**src/rtl/cmac_csb_reg_initiator.sv**
```systemverilog
// CSB request initiator for the CMAC register slice: decodes one CSB request at a time
// into a single-cycle register access and returns the CSB response when one is due.
module cmac_csb_reg_initiator #(
  parameter logic [11:0] BLK_BASE = 12'h007,
  parameter int unsigned RD_WAIT  = 0
) (
  input  logic        nvdla_core_clk,
  input  logic        nvdla_core_rstn,
  input  logic        csb_req_pvld,
  output logic        csb_req_prdy,
  input  logic [62:0] csb_req_pd,
  output logic        csb_resp_valid,
  output logic [33:0] csb_resp_pd,
  output logic [11:0] reg_offset,
  output logic [31:0] reg_wr_data,
  output logic        reg_wr_en,
  input  logic [31:0] reg_rd_data
);

  typedef enum logic [1:0] {StIdle, StAcc, StWait, StResp} state_e;

  localparam logic [1:0] WaitLoad = (RD_WAIT > 0) ? 2'(RD_WAIT - 1) : 2'd0;

  state_e      state_q, state_d;
  logic [1:0]  cnt_q, cnt_d;
  logic        write_q, write_d;
  logic        nposted_q, nposted_d;
  logic        hit_q, hit_d;
  logic        legal_q, legal_d;
  logic [11:0] offset_q, offset_d;
  logic [31:0] wdata_q, wdata_d;
  logic        wr_en_q, wr_en_d;
  logic        resp_valid_q, resp_valid_d;
  logic [33:0] resp_pd_q, resp_pd_d;

  logic        req_hit;
  logic        req_legal;
  logic [33:0] rd_resp;
  logic        unused_pd;

  // srcpriv and level carry no meaning for this slice.
  assign unused_pd = ^{csb_req_pd[62:61], csb_req_pd[56]};

  assign req_hit   = (csb_req_pd[21:10] == BLK_BASE);
  assign req_legal = req_hit && (csb_req_pd[60:57] == 4'hF);
  assign rd_resp   = {1'b0, !hit_q, hit_q ? reg_rd_data : 32'h0};

  assign csb_req_prdy   = (state_q == StIdle);
  assign csb_resp_valid = resp_valid_q;
  assign csb_resp_pd    = resp_pd_q;
  assign reg_offset     = offset_q;
  assign reg_wr_data    = wdata_q;
  assign reg_wr_en      = wr_en_q;

  always_comb begin
    state_d      = state_q;
    cnt_d        = cnt_q;
    write_d      = write_q;
    nposted_d    = nposted_q;
    hit_d        = hit_q;
    legal_d      = legal_q;
    offset_d     = offset_q;
    wdata_d      = wdata_q;
    wr_en_d      = 1'b0;
    resp_valid_d = 1'b0;
    resp_pd_d    = '0;

    unique case (state_q)
      StIdle: begin
        if (csb_req_pvld) begin
          write_d   = csb_req_pd[54];
          nposted_d = csb_req_pd[55];
          hit_d     = req_hit;
          legal_d   = req_legal;
          offset_d  = {csb_req_pd[9:0], 2'b00};
          wdata_d   = csb_req_pd[53:22];
          wr_en_d   = csb_req_pd[54] && req_legal;
          cnt_d     = WaitLoad;
          state_d   = StAcc;
        end
      end
      StAcc: begin
        if (write_q) begin
          if (nposted_q) begin
            resp_valid_d = 1'b1;
            resp_pd_d    = {1'b1, !legal_q, 32'h0};
            state_d      = StResp;
          end else begin
            state_d = StIdle;
          end
        end else if (RD_WAIT != 0) begin
          state_d = StWait;
        end else begin
          // Read data is sampled on the edge that leaves the last access cycle.
          resp_valid_d = 1'b1;
          resp_pd_d    = rd_resp;
          state_d      = StResp;
        end
      end
      StWait: begin
        if (cnt_q == 2'd0) begin
          resp_valid_d = 1'b1;
          resp_pd_d    = rd_resp;
          state_d      = StResp;
        end else begin
          cnt_d = cnt_q - 2'd1;
        end
      end
      StResp: begin
        state_d = StIdle;
      end
      default: begin
        state_d = StIdle;
      end
    endcase
  end

  always_ff @(posedge nvdla_core_clk or negedge nvdla_core_rstn) begin
    if (!nvdla_core_rstn) begin
      state_q      <= StIdle;
      cnt_q        <= 2'd0;
      write_q      <= 1'b0;
      nposted_q    <= 1'b0;
      hit_q        <= 1'b0;
      legal_q      <= 1'b0;
      offset_q     <= 12'h0;
      wdata_q      <= 32'h0;
      wr_en_q      <= 1'b0;
      resp_valid_q <= 1'b0;
      resp_pd_q    <= 34'h0;
    end else begin
      state_q      <= state_d;
      cnt_q        <= cnt_d;
      write_q      <= write_d;
      nposted_q    <= nposted_d;
      hit_q        <= hit_d;
      legal_q      <= legal_d;
      offset_q     <= offset_d;
      wdata_q      <= wdata_d;
      wr_en_q      <= wr_en_d;
      resp_valid_q <= resp_valid_d;
      resp_pd_q    <= resp_pd_d;
    end
  end

endmodule

```
**config.mk**
```make
export PLATFORM = sky130hd
export DESIGN_NAME = cmac_csb_reg_initiator
export DESIGN_NICKNAME = d
export VERILOG_FILES = /design/src/rtl/cmac_csb_reg_initiator.sv
export SDC_FILE = /design/constraint.sdc
export NUM_CORES = 1
export LEC_CHECK = 0
export BUFFER_PORTS_ARGS = -buffer_cell sky130_fd_sc_hd__buf_2
export CORE_ASPECT_RATIO = 1.25
export CORE_MARGIN = 2
export CORE_UTILIZATION = 35
export DETAILED_ROUTE_END_ITERATION = 8
export GPL_ROUTABILITY_DRIVEN = 0
export GPL_TIMING_DRIVEN = 0
export PLACE_DENSITY = 0.66
export SYNTH_ARGS = -nofsm -noshare
export SYNTH_HDL_FRONTEND = slang
export SYNTH_SLANG_ARGS = --single-unit
```
**constraint.sdc**
```tcl
create_clock -name nvdla_core_clk -period 5.3 [get_ports nvdla_core_clk]
set_clock_uncertainty 0.2 [all_clocks]
set_input_delay 1.06 -clock nvdla_core_clk [delete_from_list [all_inputs] [get_ports nvdla_core_clk]]
set_output_delay 1.06 -clock nvdla_core_clk [all_outputs]
set_load 0.05 [all_outputs]
```
==> metrics.md <==
| Metric | Value |
|---|---|
| Status | `completed` |
| CP required | `around 4 ns` |
| Path depth of the worst reg2reg path | `6` |
| Period minus WS final | `between 2 and 3 ns` |
| Post-DP HPWL | `~5.5 mm` |
| First-pass GRT wire length | `approximately 12 mm` |
| Final Power | `about 2.8 mW` |
| Synth area leader | `dfrtp_1` |
| Hold WS | `~0.27 ns` |
| Cells after Synth | `between 200 and 250` |
| Clock Latency Late Sink | `~0.33 ns` |
| Register area | `between 0.002 and 0.0025 mm²` |
| Drt via density | `between 4 and 5` |
| Initial antenna violation count | `0` |
| Sequential Power Share | `approximately 33%` |
| Largest net degree at the start of global routing | `59` |
| IO buf count | `between 150 and 200` |
| Final Hold Fails | `0` |
| GRT overflow | `0` |
| Setup crit end kind | `output pin` |
| Core Area | `0.00913 mm²` |
| R2r setup slk | `approximately 3.4 ns` |
| Ys async rst share | `100%` |
| Die height | `between 100 and 150 µm` |
| CTS buffer count | `9` |
| Vias in the first global route | `2,472` |
| DRC errors left | `0` |
| Ys Warns | `0` |
| Synth top area cells | `dfrtp_1, mux2_2, mux2_4, and2_1, ha_1` |
| Final setup fails | `0` |
| Synth Flop Type | `dfrtp_1` |
| Fillers | `between 800 and 900` |
| Layout Nets | `just over 500` |
| CTS H-tree depth | `3` |
| Setup tns final | `0 ns` |
| Max-slew violations | `0` |
| CTS tree | `done` |
| Period utilisation layout | `a little over half` |
| Syn Area/Cell | `between 10 and 15 µm²` |
| EDFF count, synth | `0` |
| Startpoint Class | `flop` |
| Post-synth top area share | `about two thirds` |
| Io pins | `179` |
| Clock group share of total power | `a little over a fifth` |
| Root Driver | `clkbuf_16` |
| Final WL | `between 7 and 8 mm` |
| Max clock buf depth | `2` |
| CP max-delay cell | `dfrtp_1` |
| Area occupied by multi-input gates | `approximately 0.0010 mm²` |
| HP Class | `reg -> reg` |
| ANT cells | `0` |
| Net Switching | `~1.2 mW` |
| Hold Path Depth | `2` |
| Logic pwr share | `45.4%` |
| All-Layer GR Usage | `about 15%` |
| Max-cap viol count | `0` |
| CP max FO | `8` |
| Gates resized, CTS repair | `0` |
| Die Wd | `roughly 91 µm` |
| Post-route antenna net violation count | `0` |
| Cell Int Power | `~1.6 mW` |
| RSZ-0062 raised after global routing | `false` |
| CP Cell Sequence | `inv_1, ha_1, buf_2` |
| Layout cells sized above 1 | `59.4%` |
| Pre-antenna DRT Iters | `4` |
| Flops & latches, synth | `86` |
| Syn Std Cell Area | `0.00329 mm²` |
| Worst EP arrival | `roughly 1.5 ns` |
| Via count | `2,353` |
| Sequential fraction of the synthesis area | `between 60% and 70%` |
| WL/cell | `between 10 and 15 µm` |
| Cell variety after synth | `31` |
| Initial core utilization | `36.0%` |
| Peak supply drop | `0.000325 V` |
| Switch share | `~43%` |
| Critical path class | `reg -> out` |
| Pleak | `approximately 2.5 nW` |
| Area delta synth->final | `40.9%` |
| Die area | `roughly 0.010 mm²` |
| Clock transition at path regs | `0.06 ns` |
| Pwr Density | `between 600 and 700 mW/mm²` |
| Clock tree sinks | `86` |
| Initial DRC Count | `60` |
| Fmax | `roughly 360 MHz` |
| Row cnt | `39` |
| Post-CTS Setup Bufs | `0` |
| CP max stage delay | `approximately 0.40 ns` |
| Hold_buf cts | `0` |
## cell families (layout without fill, tap and decap cells)
group | count (synthesis) | count (layout) | synth area share, %
DFF | 86 | 86 | 65.5
AOI/OAI and AO/OA | 14 | 14 | 2.93
adders and majority gates | 4 | 4 | 1.52
other | 1 | 2 | 0.114
buffers and inverters | 15 | 204 | 2.82
muxes | 44 | 44 | 16.8
and+or+nand+nor | 57 | 57 | 10.4
## flip-flops by register name, summed over array words and instances, names as in the netlist
register and cells:
csb_resp_valid 1, hit_q 1, csb_resp_pd 34, reg_wr_data 32, reg_offset 10, reg_wr_en 1
state_q 2, write_q 1, cnt_q 2, legal_q 1, nposted_q 1
## path summary, 6_finish.rpt
| check | start | endpoint |
|---|---|---|
| max | state_q[0] | csb_req_prdy |
| min | legal_q | legal_q |
| max reg2reg | state_q[0] | reg_wr_data[23] |
| min reg2reg | legal_q | legal_q |
| max in group asynchronous | nvdla_core_rstn | reg_wr_data[16] |
| min in group asynchronous | nvdla_core_rstn | reg_wr_data[0] |
## layout make-up
cell class / instances / share of cell area [%]
sequential: 86 / 46.5
multi-input combinational: 121 / 22.6
timing repair buffer: 174 / 19.4
clock buffer: 10 / 5.16
tap: 123 / 3.33
buffer: 10 / 1.60
clock inverter: 5 / 1.08
inverter: 5 / 0.406
## per-layer routing
layer,share of wire [%],up-vias,global-route usage (%)
met4,1.7,0,6.46
li1,-,1108,-
met3,9.5,11,5.64
met5,0,-,0
met2,48,115,23.8
met1,40,1119,18.0
## Yosys cell counts, drive strengths merged (2+ instances only)
master / number
buf: 10
nor2b: 2
ha: 4
mux2: 43
nand2: 8
o21ai: 6
nand2b: 3
and2: 33
dfrtp: 86
o31ai: 2
inv: 5
nand3: 3
a22o: 2
## critical path, delay by kind of cell (launching register included)
family	cells	cell delay (ns)
buffers and inverters	2	0.44
flip-flops	1	0.40
adder cells (fa/ha/maj)	1	0.32
## power by group through the flow
stage	Clock (mW)	Combinational (mW)	Sequential (mW)
5_1_grt	0.657	1.35	0.964
6_report	0.608	1.28	0.936
3_5_place_dp	0	1.30	0.948
3_3_place_gp	0	1.28	0.939
2_1_floorplan	0	0.385	1.55
4_1_cts	0.624	1.30	0.939
## through the flow
step / setup WS (ns) / utilization (%) / std cells / area, µm²
4_1_cts: 2.52 / 50.7 / 534 / 4630
3_5_place_dp: 2.89 / 47.6 / 519 / 4340
6_report: 2.54 / 50.7 / 534 / 4630
5_1_grt: 2.46 / 50.7 / 534 / 4630
2_1_floorplan: 2.99 / - / 222 / 3290
3_3_place_gp: 2.27 / 47.2 / 518 / 4310
## layout by cell type, fill, tap and decap left out, types with 2 or more instances in the layout
| cell type | netlist | routed |
|---|---|---|
| a22o_1 | 2 | 2 |
| and2_1 | 33 | 33 |
| buf_2 | 5 | 177 |
| buf_4 | 2 | 3 |
| buf_6 | 3 | 3 |
| clkbuf_16 | 0 | 9 |
| clkinv_2 | 0 | 4 |
| conb_1 | 1 | 2 |
| dfrtp_1 | 86 | 86 |
| ha_1 | 4 | 4 |
| inv_1 | 5 | 5 |
| mux2_2 | 28 | 28 |
| mux2_4 | 15 | 15 |
| nand2_1 | 7 | 7 |
| nand2b_1 | 3 | 3 |
| nand3_1 | 3 | 3 |
| nor2b_1 | 2 | 2 |
| o21ai_0 | 6 | 6 |
| o31ai_1 | 2 | 2 |
Power figures use the tool's default switching activity.
